File: config.mk
export PLATFORM = sky130hd
export DESIGN_NAME = imm_ext_pipe
export DESIGN_NICKNAME = d
export VERILOG_FILES = /design/src/rtl/imm_ext_pkg.sv /design/src/rtl/imm_ext_core.sv /design/src/rtl/imm_ext_pipe.sv
export SDC_FILE = /design/constraint.sdc
export NUM_CORES = 1
export LEC_CHECK = 0
export ABC_AREA = 1
export CORE_MARGIN = 2
export CORE_UTILIZATION = 46
export CTS_CLUSTER_DIAMETER = 100
export DETAILED_ROUTE_END_ITERATION = 10
export PLACE_DENSITY = 0.76
export SLEW_MARGIN = 20
export SYNTH_ARGS = -nofsm -noshare
export SYNTH_HDL_FRONTEND = slang
export SYNTH_SLANG_ARGS = --single-unit
File: constraint.sdc
create_clock -name i_clk -period 1.3 [get_ports i_clk]
set_input_delay 0.39 -clock i_clk [delete_from_list [all_inputs] [get_ports i_clk]]
set_output_delay 0.39 -clock i_clk [all_outputs]
set_load 0.02 [all_outputs]
File: src/rtl/imm_ext_pkg.sv
// Shared types for the pipelined immediate extender.
// Immediate-format select encodings and default width.
package imm_ext_pkg;

  localparam int XLEN_DEFAULT = 32;

  typedef enum logic [2:0] {
    IMM_I = 3'b000,
    IMM_S = 3'b001,
    IMM_B = 3'b010,
    IMM_J = 3'b011,
    IMM_U = 3'b100,
    IMM_Z = 3'b101
  } immsrc_e;

endpackage

File: src/rtl/imm_ext_core.sv
// Combinational immediate decode and extension.
// Undefined selects yield zero with the illegal flag raised.
module imm_ext_core
  import imm_ext_pkg::*;
#(
  parameter int XLEN = XLEN_DEFAULT
) (
  input  logic [24:0]     i_instr,
  input  logic [2:0]      i_immsrc,
  output logic [XLEN-1:0] o_immext,
  output logic            o_illegal
);

  logic [31:7] w_in;
  logic [31:0] w_imm32;

  assign w_in = i_instr;

  always_comb begin
    w_imm32   = '0;
    o_illegal = 1'b0;
    case (i_immsrc)
      IMM_I: w_imm32 = {{20{w_in[31]}}, w_in[31:20]};
      IMM_S: w_imm32 = {{20{w_in[31]}}, w_in[31:25],
                        w_in[11:7]};
      IMM_B: w_imm32 = {{19{w_in[31]}}, w_in[31], w_in[7],
                        w_in[30:25], w_in[11:8], 1'b0};
      IMM_J: w_imm32 = {{11{w_in[31]}}, w_in[31],
                        w_in[19:12], w_in[20],
                        w_in[30:21], 1'b0};
      IMM_U: w_imm32 = {w_in[31:12], 12'b0};
      IMM_Z: w_imm32 = {27'b0, w_in[19:15]};
      default: o_illegal = 1'b1;
    endcase
  end

  // Z-type has bit 31 clear, so one signed widening serves all forms.
  assign o_immext = XLEN'($signed(w_imm32));

endmodule

File: src/rtl/imm_ext_pipe.sv
// One registered stage of immediate extension behind a
// valid/ready handshake with a 2-entry skid buffer.
module imm_ext_pipe
  import imm_ext_pkg::*;
#(
  parameter int XLEN  = XLEN_DEFAULT,
  parameter int TAG_W = 5
) (
  input  logic             i_clk,
  input  logic             i_rst,
  input  logic             i_valid,
  output logic             o_ready,
  input  logic [24:0]      i_instr,
  input  logic [2:0]       i_immsrc,
  input  logic [TAG_W-1:0] i_tag,
  input  logic             i_flush,
  output logic             o_valid,
  input  logic             i_ready,
  output logic [XLEN-1:0]  o_immext,
  output logic [TAG_W-1:0] o_tag,
  output logic             o_illegal
);

  if (XLEN != 32 && XLEN != 64) begin : g_bad_xlen
    $error("imm_ext_pipe: XLEN must be 32 or 64");
  end

  logic [XLEN-1:0]  w_imm;
  logic             w_ill;
  logic             w_acc;
  logic             w_drain;

  logic             r_out_valid;
  logic [XLEN-1:0]  r_out_imm;
  logic [TAG_W-1:0] r_out_tag;
  logic             r_out_ill;

  logic             r_sk_valid;
  logic [XLEN-1:0]  r_sk_imm;
  logic [TAG_W-1:0] r_sk_tag;
  logic             r_sk_ill;

  imm_ext_core #(.XLEN(XLEN)) u_core (
    .i_instr  (i_instr),
    .i_immsrc (i_immsrc),
    .o_immext (w_imm),
    .o_illegal(w_ill)
  );

  assign o_ready   = !r_sk_valid;
  assign w_acc     = i_valid & o_ready;
  assign w_drain   = r_out_valid & i_ready;

  assign o_valid   = r_out_valid;
  assign o_immext  = r_out_imm;
  assign o_tag     = r_out_tag;
  assign o_illegal = r_out_ill;

  always_ff @(posedge i_clk) begin
    if (i_rst) begin
      r_out_valid <= 1'b0;
      r_out_imm   <= '0;
      r_out_tag   <= '0;
      r_out_ill   <= 1'b0;
      r_sk_valid  <= 1'b0;
      r_sk_imm    <= '0;
      r_sk_tag    <= '0;
      r_sk_ill    <= 1'b0;
    end else if (i_flush) begin
      r_out_valid <= 1'b0;
      r_sk_valid  <= 1'b0;
    end else if (r_sk_valid) begin
      // o_ready is low here, so only the skid refill can happen.
      if (w_drain) begin
        r_out_imm  <= r_sk_imm;
        r_out_tag  <= r_sk_tag;
        r_out_ill  <= r_sk_ill;
        r_sk_valid <= 1'b0;
      end
    end else if (w_acc) begin
      if (!r_out_valid || i_ready) begin
        r_out_valid <= 1'b1;
        r_out_imm   <= w_imm;
        r_out_tag   <= i_tag;
        r_out_ill   <= w_ill;
      end else begin
        r_sk_valid <= 1'b1;
        r_sk_imm   <= w_imm;
        r_sk_tag   <= i_tag;
        r_sk_ill   <= w_ill;
      end
    end else if (w_drain) begin
      r_out_valid <= 1'b0;
    end
  end

endmodule

==> results.py, run 1 <==
metrics = {
    "setup_path": {
        "critPathTopFamily": "flip-flops",
        "worstRegToRegCells": 7,
        "critical_path.cell_chain": "buf_6, nor2_4, nor2_4, nand3_4, buf_12, a21oi_1, a21oi_1",
        "regToRegEndpoint": "o_immext[4]",
        "critPathLaunchType": "register",
        "cpPeakStageDelay_ns": 0.36,
        "arrival_ns": 1.63,
        "regToRegStartpoint": "r_sk_valid",
        "critical_path.slowest_cell": "sky130_fd_sc_hd__dfxtp_2",
        "worstSetupEndpointType": "register",
        "critical_path_required_ns": 1.55,
        "worstPathMaxFanout": 29,
        "critPathBufInv": 2,
        "regToRegSetupSlack_ns": -0.08,
        "worstSetupPathType": "reg -> reg",
    },
    "synth": {
        "postSynthNetCount": 542,
        "ys.warnings.count": 0,
        "synth_seq_area_share": 0.417,
        "synth_cell_types": 25,
        "synth_area_sq_mm": 0.00374,
        "synthesis.area_per_instance_sq_um": 7.43,
        "synthCells": 504,
        "yosys_register_bits": 78,
    },
    "flow_run": {
        "drv.max_cap_violation_count": 0,
    },
    "power": {
        "vdd_ir_drop_max_mv": 0.573,
        "power.density_mw_per_mm2": 922,
        "p_leak_uw": 0.00247,
        "report.power.total_uw": 5300,
    },
    "clock_tree": {
        "cts.clk_slew.worst_paths_ns": 0.09,
        "cts_max_path_buffers": 2,
        "numClockSinks": 78,
        "insertion_delay_ns": 0.36,
        "tritoncts": "done",
        "clock_tree.htree_level_count": 3,
        "cts_buffer_count": 9,
        "clockRootBuffer": "sky130_fd_sc_hd__clkbuf_8",
    },
    "sta": {
        "period_needed_ns": 1.38,
        "setup-violations-final": 63,
        "timing.final.ws_setup_ns": -0.0773,
        "worst_slew_margin_rel": 0.636,
        "max_freq_mhz": 726,
        "rsz0062_at_grt": "yes",
        "finalCritPeriodShare": 1.06,
        "count_of_endpoints_failing_hold_in_the_final_timing_report": 0,
        "worst_setup_skew_after_layout_ns": 0.0139,
        "worst_hold_slack_ns": 0.483,
        "timing_max_transition_violations_final": 0,
        "tightestPinTransition_ns": 0.547,
    },
    "routing": {
        "avgRoutedWirePerCell_um": 18.6,
        "detailroute.via_count": 4188,
        "detailedRoute.firstPassIterationCount": 5,
        "route.detailed.vias_per_inst": 5.74,
        "wirelength_um": 13600,
        "final_antenna_net_count": 0,
        "drt-initial-drc-count": 242,
        "drc": 0,
    },
    "floorplanning": {
        "row_count": 32,
        "fp.dieH_um": 94.2,
        "design.core.area_sq_mm": 0.00781,
        "dieArea_sq_mm": 0.00888,
        "number_of_ports_placed_on_the_die_boundary": 78,
        "floorplan.initialDensity": 0.479,
        "chipWidth_um": 94.2,
    },
    "global_routing": {
        "global_route.usage.total": 0.298,
        "grt_max_degree": 44,
        "grt_first_pass_wirelength_um": 20500,
        "overflow": 0,
        "grt_pass1_vias": 4208,
        "antenna_violations_before_repair": 0,
    },
    "finish": {
        "antenna-diode-count": 0,
        "final_core_util": 0.737,
        "multi_input_area_sq_mm": 0.00225,
        "num-nets-final": 661,
        "area.growth.synth_to_final_pct": 53.6,
        "seq_area_sq_mm": 0.00158,
        "final_layout_size_suffix_gt1_frac": 0.449,
        "final_area_sq_mm": 0.00575,
        "nFillCells": 533,
    },
    "place": {
        "place_hpwl_um": 6870,
        "numPortBuffers": 77,
        "gpl.final_weighted_congestion": 0.971,
        "detailedPlace.worstSlack_ns": -0.565,
        "placedInstanceArea_sq_mm": 0.00484,
    },
    "run_status": {
        "failing_checks": "setup timing",
        "result_of_the_run": "complete, but fails checks",
    },
    "hold_path": {
        "hold_end": "r_sk_imm[7]",
        "startpoint_of_the_most_critical_hold_path": "r_sk_imm[7]",
        "hold_path.class": "reg -> reg",
        "worstHoldPathCells": 2,
    },
}
==> cells in the mapped netlist <==
library cell | n | area, sq um
sky130_fd_sc_hd__nor2_2 | 5 | 31.3
sky130_fd_sc_hd__nand2_1 | 120 | 450
sky130_fd_sc_hd__a21oi_2 | 49 | 429
sky130_fd_sc_hd__a211oi_1 | 6 | 45.0
sky130_fd_sc_hd__dfxtp_1 | 78 | 1560
sky130_fd_sc_hd__o21ai_2 | 1 | 8.76
sky130_fd_sc_hd__clkbuf_1 | 13 | 48.8
sky130_fd_sc_hd__inv_1 | 26 | 97.6
sky130_fd_sc_hd__o21ai_0 | 59 | 295
sky130_fd_sc_hd__nand4_1 | 8 | 50.1
sky130_fd_sc_hd__o21ai_1 | 3 | 15.0
sky130_fd_sc_hd__buf_4 | 3 | 22.5
sky130_fd_sc_hd__inv_2 | 3 | 11.3
sky130_fd_sc_hd__buf_2 | 12 | 60.1
sky130_fd_sc_hd__a21oi_1 | 37 | 185
sky130_fd_sc_hd__nand3_2 | 2 | 20.0
sky130_fd_sc_hd__buf_8 | 1 | 15.0
sky130_fd_sc_hd__nand3_1 | 26 | 130
sky130_fd_sc_hd__buf_12 | 1 | 20.0
sky130_fd_sc_hd__clkinv_1 | 1 | 3.75
sky130_fd_sc_hd__buf_1 | 1 | 3.75
sky130_fd_sc_hd__nor2_1 | 39 | 146
sky130_fd_sc_hd__inv_4 | 1 | 6.26
sky130_fd_sc_hd__nand2_2 | 3 | 18.8
sky130_fd_sc_hd__buf_6 | 6 | 67.6
==> what timing repair did <==
item                       CTS  global route
cloned                      11             2
hold buffers                 0             0
resized for setup          285            98
setup endpoints to repair  116            90
hold endpoints to repair     0             0
buffers inserted            15             1
pin swaps                   13            28
==> tightest hold or removal path: cells and delay by family, from the launching register on <==
family / cells / cell delay [ns]
flip-flops: 1 / 0.31
buffers and inverters: 1 / 0.07
AO/OA/AOI/OAI: 1 / 0.07
==> cell usage in the layout, fill, tap and decap left out, types with 19 or more instances in the layout <==
master	n
sky130_fd_sc_hd__a21oi_2	57
sky130_fd_sc_hd__o21ai_1	20
sky130_fd_sc_hd__nand3_1	26
sky130_fd_sc_hd__buf_4	53
sky130_fd_sc_hd__o21ai_0	19
sky130_fd_sc_hd__nand2_1	99
sky130_fd_sc_hd__a21oi_1	24
sky130_fd_sc_hd__dfxtp_1	69
sky130_fd_sc_hd__inv_1	23
sky130_fd_sc_hd__buf_2	24
sky130_fd_sc_hd__clkdlybuf4s50_1	31
sky130_fd_sc_hd__o21ai_2	22
sky130_fd_sc_hd__nor2_1	20
==> power by group <==
part / internal (uW) / switching, uW / total [uW]
Sequential: 2480 / 58.7 / 2540
Clock: 687 / 946 / 1630
Combinational: 480 / 650 / 1130
==> per-stage QoR <==
stage / TNS [ns] / instances
5_1_grt: -5.64 / 730
3_5_place_dp: -37.42 / 690
6_report: -1.91 / 730
3_3_place_gp: -35.27 / 690
4_1_cts: -1.45 / 731
2_1_floorplan: 0 / 504
==> cells by family after synthesis <==
kind of cell           count (synthesis)  synth area share
AO/OA/AOI/OAI                        155             0.261
buffers and inverters                 68            0.0953
flip-flops                            78             0.417
AND/OR/NAND/NOR                      203             0.226
==> worst max-delay path by stage <==
stage,startpoint,end,slack (ns),cells past startpoint
CTS,r_sk_valid,o_immext[17],-0.07,9
global route,r_sk_valid,o_immext[4],-0.12,7
floorplan,o_valid,r_sk_imm[18],0.004,7
global placement,i_immsrc[2],o_immext[8],-0.51,8
finish,r_sk_valid,o_immext[4],-0.08,7
detailed placement,i_ready,o_immext[13],-0.57,8
==> flip-flops by register name, indices dropped and copies added (netlist names) <==
register and cells:
o_tag 5, r_sk_ill 1, r_sk_tag 5, o_illegal 1, r_sk_valid 1, o_valid 1, r_sk_imm 32, o_immext 32
==> per-layer routing <==
layer / global-route usage / vias up / share of wire
met4: 0.129 / 0 / 0.044
met3: 0.0730 / 55 / 0.087
met1: 0.367 / 1972 / 0.39
met5: 0 / - / 0
li1: - / 1917 / -
met2: 0.493 / 244 / 0.48
==> final cells by class <==
cell class              instances  area share
multi-input cells             358       0.391
clock inverters                 6     0.00674
well taps                     102      0.0222
flip-flops and latches         78       0.274
clock buffers                  10      0.0222
inverters                      31      0.0231
repair buffers                145       0.261
No activity file was read; power rests on OpenSTA's default activity.
==> run 2, diff against run 1 <==
--- a/config.mk
+++ b/config.mk
@@ -6,6 +6,7 @@
 export NUM_CORES = 1
 export LEC_CHECK = 0
 export ABC_AREA = 1
+export ABC_CLOCK_PERIOD_IN_PS = 1300
 export CORE_MARGIN = 2
 export CORE_UTILIZATION = 46
 export CTS_CLUSTER_DIAMETER = 100
==> results of run 2 <==
No change in the layout: final DEF, timing and power equal those of run 1.
